## config.mk

```make
export PLATFORM = sky130hd
export DESIGN_NAME = flo_dispatch
export DESIGN_NICKNAME = d
export VERILOG_FILES = /design/src/rtl/flo_pkg.sv /design/src/rtl/flo_credit_ctr.sv /design/src/rtl/flo_dispatch.sv
export SDC_FILE = /design/constraint.sdc
export NUM_CORES = 1
export LEC_CHECK = 0
export ABC_AREA = 1
export BUFFER_PORTS_ARGS = -buffer_cell sky130_fd_sc_hd__clkbuf_2
export CAP_MARGIN = 0
export CORE_UTILIZATION = 48
export CTS_CLUSTER_DIAMETER = 30
export DETAILED_ROUTE_END_ITERATION = 8
export PLACE_DENSITY = 0.76
export SYNTH_ARGS = -nofsm -noshare
export SYNTH_HDL_FRONTEND = slang
export SYNTH_SLANG_ARGS = --single-unit
```

## constraint.sdc

```tcl
create_clock -name clk -period 1.61 [get_ports clk]
set_clock_uncertainty 0.05 [all_clocks]
set_input_delay 0 -clock clk [delete_from_list [all_inputs] [get_ports clk]]
set_output_delay 0 -clock clk [all_outputs]
set_load 0.01 [all_outputs]
```

## src/rtl/flo_pkg.sv

```systemverilog
// Shared types and widths for the flobuffer command dispatcher.
package flo_pkg;

    localparam int FLO_DATA_W  = 16;
    localparam int FLO_DELAY_W = 7;

    // Command payload. The channel index is kept beside it because its
    // width follows the dispatcher's N_CH parameter.
    typedef struct packed {
        logic [FLO_DELAY_W-1:0] delay;
        logic [FLO_DATA_W-1:0]  data;
        logic                   direct;
    } flo_cmd_t;

    // Occupancy of the single hold register.
    typedef enum logic {
        ST_EMPTY = 1'b0,
        ST_HELD  = 1'b1
    } hold_state_e;

endpackage

```

## src/rtl/flo_credit_ctr.sv

```systemverilog
// Per-channel credit counter: one credit per free slot in the downstream
// buffer, with a sticky flag for pops that arrive while already full.
module flo_credit_ctr #(
    parameter int FIFO_SIZE = 2
) (
    input  logic clk,
    input  logic rst_n,
    input  logic dec_i,     // timed command issued to this channel
    input  logic inc_i,     // buffer consumed one entry
    input  logic clear_i,   // clear sticky error
    output logic avail_o,   // at least one credit left
    output logic err_o      // sticky: pop seen with credits already full
);

    localparam int CW = $clog2(FIFO_SIZE + 1);
    localparam logic [CW-1:0] FULL = CW'(FIFO_SIZE);
    localparam logic [CW-1:0] ONE  = CW'(1);

    logic [CW-1:0] cnt_q, cnt_d;
    logic          err_q, err_d;
    logic          sat_pop;

    // Next credit value; issue and pop together cancel out.
    always_comb begin
        // NOTE: every signal assigned here gets a default first so no latch is inferred.
        cnt_d   = cnt_q;
        sat_pop = 1'b0;
        case ({dec_i, inc_i})
            2'b10:   cnt_d = cnt_q - ONE;
            2'b01: begin
                if (cnt_q == FULL) sat_pop = 1'b1;
                else               cnt_d   = cnt_q + ONE;
            end
            default: cnt_d = cnt_q;
        endcase
        // A new error in the same cycle as a clear wins.
        err_d = (err_q && !clear_i) || sat_pop;
    end

    // Credit and error state; full credit out of reset.
    always_ff @(posedge clk or negedge rst_n) begin
        // NOTE: sequential state uses <= so every flop samples pre-edge values.
        if (!rst_n) begin
            cnt_q <= FULL;
            err_q <= 1'b0;
        end else begin
            cnt_q <= cnt_d;
            err_q <= err_d;
        end
    end

    assign avail_o = (cnt_q != '0);
    assign err_o   = err_q;

endmodule

```

## src/rtl/flo_dispatch.sv

```systemverilog
// Command dispatcher: one hold register in front of a bank of flobuffers,
// issuing each command to its channel only when that channel has credit.
module flo_dispatch
    import flo_pkg::*;
#(
    parameter int N_CH      = 8,
    parameter int FIFO_SIZE = 2,
    localparam int CH_W     = $clog2(N_CH)
) (
    input  logic                   clk,
    input  logic                   rst_n,
    input  logic                   enable_i,
    input  logic                   clear_i,
    input  logic                   cmd_valid_i,
    output logic                   cmd_ready_o,
    input  logic [CH_W-1:0]        cmd_ch_i,
    input  logic [FLO_DELAY_W-1:0] cmd_delay_i,
    input  logic [FLO_DATA_W-1:0]  cmd_data_i,
    input  logic                   cmd_direct_i,
    output logic [FLO_DATA_W-1:0]  buf_data_o,
    output logic [FLO_DELAY_W-1:0] buf_delay_o,
    output logic [N_CH-1:0]        buf_valid_o,
    output logic [N_CH-1:0]        buf_direct_o,
    input  logic [N_CH-1:0]        pop_i,
    input  logic [N_CH-1:0]        buf_err_i,
    output logic [N_CH-1:0]        err_o,
    output logic [N_CH-1:0]        credit_err_o,
    output logic                   stall_o
);

    hold_state_e            state_q;
    logic [CH_W-1:0]        hold_ch_q;
    flo_cmd_t               hold_q;

    logic [FLO_DATA_W-1:0]  buf_data_q;
    logic [FLO_DELAY_W-1:0] buf_delay_q;
    logic [N_CH-1:0]        buf_valid_q, buf_direct_q, err_q;

    logic [N_CH-1:0]        avail, dec, ch_onehot;
    logic                   hold_valid, issue, accept;

    assign hold_valid = (state_q == ST_HELD);
    assign ch_onehot  = N_CH'(1) << hold_ch_q;

    // Direct commands bypass credits; timed ones need a free slot.
    assign issue = hold_valid && enable_i && (hold_q.direct || avail[hold_ch_q]);

    // Gated by rst_n so the handshake stays closed while reset is asserted.
    assign cmd_ready_o = rst_n && enable_i && (!hold_valid || issue);
    assign accept      = cmd_valid_i && cmd_ready_o;
    assign stall_o     = hold_valid && !issue;

    assign dec = (issue && !hold_q.direct) ? ch_onehot : '0;

    // One credit counter per channel.
    for (genvar g = 0; g < N_CH; g++) begin : g_credit
        flo_credit_ctr #(.FIFO_SIZE(FIFO_SIZE)) u_ctr (
            .clk     (clk),
            .rst_n   (rst_n),
            .dec_i   (dec[g]),
            .inc_i   (pop_i[g]),
            .clear_i (clear_i),
            .avail_o (avail[g]),
            .err_o   (credit_err_o[g])
        );
    end

    // Hold-register FSM: load on accept, drain on issue without a refill.
    always_ff @(posedge clk or negedge rst_n) begin
        if (!rst_n) begin
            state_q   <= ST_EMPTY;
            hold_ch_q <= '0;
            hold_q    <= '0;
        end else begin
            case (state_q)
                ST_EMPTY: if (accept)            state_q <= ST_HELD;
                ST_HELD:  if (issue && !accept)  state_q <= ST_EMPTY;
                default:                         state_q <= ST_EMPTY;
            endcase
            if (accept) begin
                hold_ch_q     <= cmd_ch_i;
                hold_q.delay  <= cmd_delay_i;
                hold_q.data   <= cmd_data_i;
                hold_q.direct <= cmd_direct_i;
            end
        end
    end

    // Output steering: one-cycle strobe, buses keep the last issued fields.
    always_ff @(posedge clk or negedge rst_n) begin
        if (!rst_n) begin
            buf_data_q   <= '0;
            buf_delay_q  <= '0;
            buf_valid_q  <= '0;
            buf_direct_q <= '0;
        end else begin
            buf_valid_q  <= (issue && !hold_q.direct) ? ch_onehot : '0;
            buf_direct_q <= (issue &&  hold_q.direct) ? ch_onehot : '0;
            if (issue) begin
                buf_data_q  <= hold_q.data;
                buf_delay_q <= hold_q.delay;
            end
        end
    end

    // Sticky buffer-overflow flags; a same-cycle set beats clear.
    always_ff @(posedge clk or negedge rst_n) begin
        if (!rst_n) err_q <= '0;
        else        err_q <= (err_q & ~{N_CH{clear_i}}) | buf_err_i;
    end

    assign buf_data_o   = buf_data_q;
    assign buf_delay_o  = buf_delay_q;
    assign buf_valid_o  = buf_valid_q;
    assign buf_direct_o = buf_direct_q;
    assign err_o        = err_q;

endmodule

```

==> impl_metrics.tcl <==
set metrics [dict create \
    boundaryPins 105 \
    routabilityCongestion 0.786 \
    finalCriticalPeriod_ps 1990 \
    start_kind "flop" \
    start_util_pct 50.0 \
    synth_area_leader_cell "dfrtp_1" \
    path_buf_inv 4 \
    wirelength_um 11700 \
    nets 698 \
    worst_slew_pin_slew_ps 760 \
    insertion_delay_ps 370 \
    yosysWarnings 0 \
    worstPathMaxFanout 7 \
    mappedNetlistNets 502 \
    cts_tree "done" \
    netlist_top_cells_area "dfrtp_1 52%, nand2_1 11%, mux2_2 5.9%" \
    cpPeakStageDelay_ps 560 \
    wire_per_inst_um 15.3 \
    rows 34 \
    fin_crit_sh_pct 124 \
    syn_area_um2 4400 \
    cts_root_buffer "clkbuf_8" \
    ys_seq_area_share_pct 56.5 \
    clockBufferDepth 2 \
    dp_hpwl_um 6560 \
    ys_ff_latch 99 \
    syn_area_per_cell_um2 9.70 \
    worstSetupPathType "flop to flop" \
    worstHoldPathCells 2 \
    grt_max_degree 100 \
    maxSlewHeadroom_pct 49.4 \
    grt_pass1_wl_um 18900 \
    whs_endpoint "err_o[6]" \
    p_leak_uw 0.00341 \
    violations "DRC, setup timing" \
    final_antenna_net_count 0 \
    arrival_ps 2210 \
    antenna_found_initial 0 \
    viasPerCell 4.99 \
    numClockSinks 99 \
    reg2reg_to "hold_q[17]" \
    reg2regPathDepth 15 \
    final_cell_mix "101 x clkbuf_2, 89 x dfrtp_1, 84 x nand2_1" \
    fmax_ghz 0.503 \
    synthDistinctLibCells 32 \
    synthArstFlopShare_pct 100 \
    ir_worst_vdd_uv 929 \
    min_path_type "input pin to flop" \
    reg2reg_from "g_credit[6].u_ctr.cnt_q[1]" \
    synth_top_cell_area_share_pct 51.7 \
    drt-initial-drc-count 189 \
    area_growth_pct 47.8 \
    rsz0062_at_grt "true" \
    synth_edf_count 0 \
    rrSetupSlack_ps -380 \
    final_common_cell "clkbuf_2" \
    antenna_cells 0 \
    setup_viol 82 \
    htreeDepth 3 \
    hold_viol_final 0 \
    cp-end-kind "flop" \
    grt_pass1_vias 3951 \
    nFillCells 622 \
    cp_cell_sequence "inv_2 -> nand2_2 -> nor2_4 -> nor2_2 -> nand3_2 -> nand3_2 -> nand2_4 -> nand2_4 -> inv_6 -> nor2_8 -> buf_12 -> buf_12 -> nand2_8 -> nand2_1 -> nand2_1" \
    synth_ff_type "dfrtp_1" \
    status "complete, but fails checks" \
    clk_pin_slew_ps 100 \
    dr.pass1.iters 7 \
    vias 3809 \
    cts-buffers-inserted 9 \
    final_util_pct 73.9 \
    dp_slack_ps -384 \
    power.density_nw_per_um2 1660 \
    die_w_um 97.8 \
    critPathSlowestCell "dfstp_2" \
    grtUsageTotal_pct 25.5 \
    dieArea_um2 9560 \
    netlist_instances 454 \
    die_y_um 97.8 \
    final_layout_size_suffix_gt1_share_pct 47.8 \
    overflow 0 \
    port_buffers 104 \
    layout_setup_ws_ps -379 \
    core_area_um2 8810 \
    worstHoldStart "clear_i" \
    drc 16 \
    crit_family "simple AND/OR/NAND/NOR gates" \
    cp_data_required_time_ps 1830 \
    maxCapViolCount 0 \
    slew_violations 0 \
]
[logic make-up (layout without fill, tap and decap cells)]
group / after synthesis / in the layout / synth area share [%]
mux: 23 / 23 / 5.88
buf+inv: 70 / 269 / 8.16
flops: 99 / 99 / 56.5
simple gates: 231 / 233 / 25.0
compound gates: 30 / 30 / 4.23
xor+xnor: 1 / 1 / 0.199
[worst reg2reg max path: stages (launching register included)]
cell	delay (ps)
dfstp_2	560
inv_2	50
nand2_2	70
nor2_4	30
nor2_2	90
nand3_2	120
nand3_2	110
nand2_4	70
nand2_4	80
inv_6	40
nor2_8	110
buf_12	160
buf_12	110
nand2_8	80
nand2_1	110
nand2_1	50
[Yosys cell counts (all sizes together), types with 4 or more instances]
master and count:
dfstp 8, inv 48, nand3b 4, or2 7, o21bai 9, o21ai 10, nor2 30, buf 18
dfrtp 91, nand3 44, nand2 135, nand4 8, o22ai 8, mux2 23
[registers in the layout, summed over array words and instances, names as in the netlist]
name,cells
buf_data_o,16
buf_delay_o,7
buf_direct_o,8
buf_valid_o,8
err_o,8
g_credit.u_ctr.cnt_q,16
g_credit.u_ctr.err_o,8
hold_ch_q,3
hold_q,24
hold_valid,1
[per-stage QoR]
stage	cell area, µm²	total power [µW]	hold slack [ps]	TNS (ps)	std cells
6_report	6510	10800	104	-23470	763
4_1_cts	6200	10100	73.7	-22440	759
3_5_place_dp	5170	7790	95.2	-16660	677
5_1_grt	6510	11500	118	-30210	763
2_1_floorplan	4420	6480	-346	-4430	454
3_3_place_gp	5170	7600	92.3	-12660	677
[worst max path at each step]
stage,to,slack (ps),startpoint,cells after the start
floorplan,hold_ch_q[2],-110,g_credit[0].u_ctr.cnt_q[1],14
detailed placement,g_credit[1].u_ctr.cnt_q[0],-380,g_credit[4].u_ctr.cnt_q[1],9
CTS,cmd_ready_o,-390,g_credit[6].u_ctr.cnt_q[1],12
global route,hold_q[18],-460,g_credit[7].u_ctr.cnt_q[1],15
global placement,g_credit[1].u_ctr.cnt_q[0],-270,g_credit[4].u_ctr.cnt_q[1],9
finish,hold_q[17],-380,g_credit[6].u_ctr.cnt_q[1],15
[area by class of cell]
cell class                      instances  area (µm²)  area share (%)
Sequential cell                        99        2490            38.3
Multi-Input combinational cell        287        1930            29.6
Timing Repair Buffer                  203        1570            24.1
Inverter                               50         195            3.00
Tap cell                              108         135            2.08
Clock buffer                           10         128            1.96
Clock inverter                          6        65.1            1.00
[metal layers]
metal,global-route usage [%],vias to the layer above,share of wire [%]
li1,-,1835,-
met1,29.8,1839,39
met2,45.9,116,54
met3,5.37,19,4.9
met4,9.79,0,1.7
met5,0,-,0
[report_power, final]
group	internal, µW	total [µW]	switching, µW
logic	2460	5010	2550
clock network	722	1600	882
registers	3510	4200	699
total	6690	10800	4130
[timing repair]
item | CTS | global route
setup buffers | 16 | 9
endpoints found under the setup margin | 78 | 85
endpoints found under the hold margin | 149 | 0
hold buffers | 44 | 0
gates resized for setup | 28 | 100
pin swaps | 10 | 26
gates cloned | 6 | 1
(Power assumes the default switching activity.)
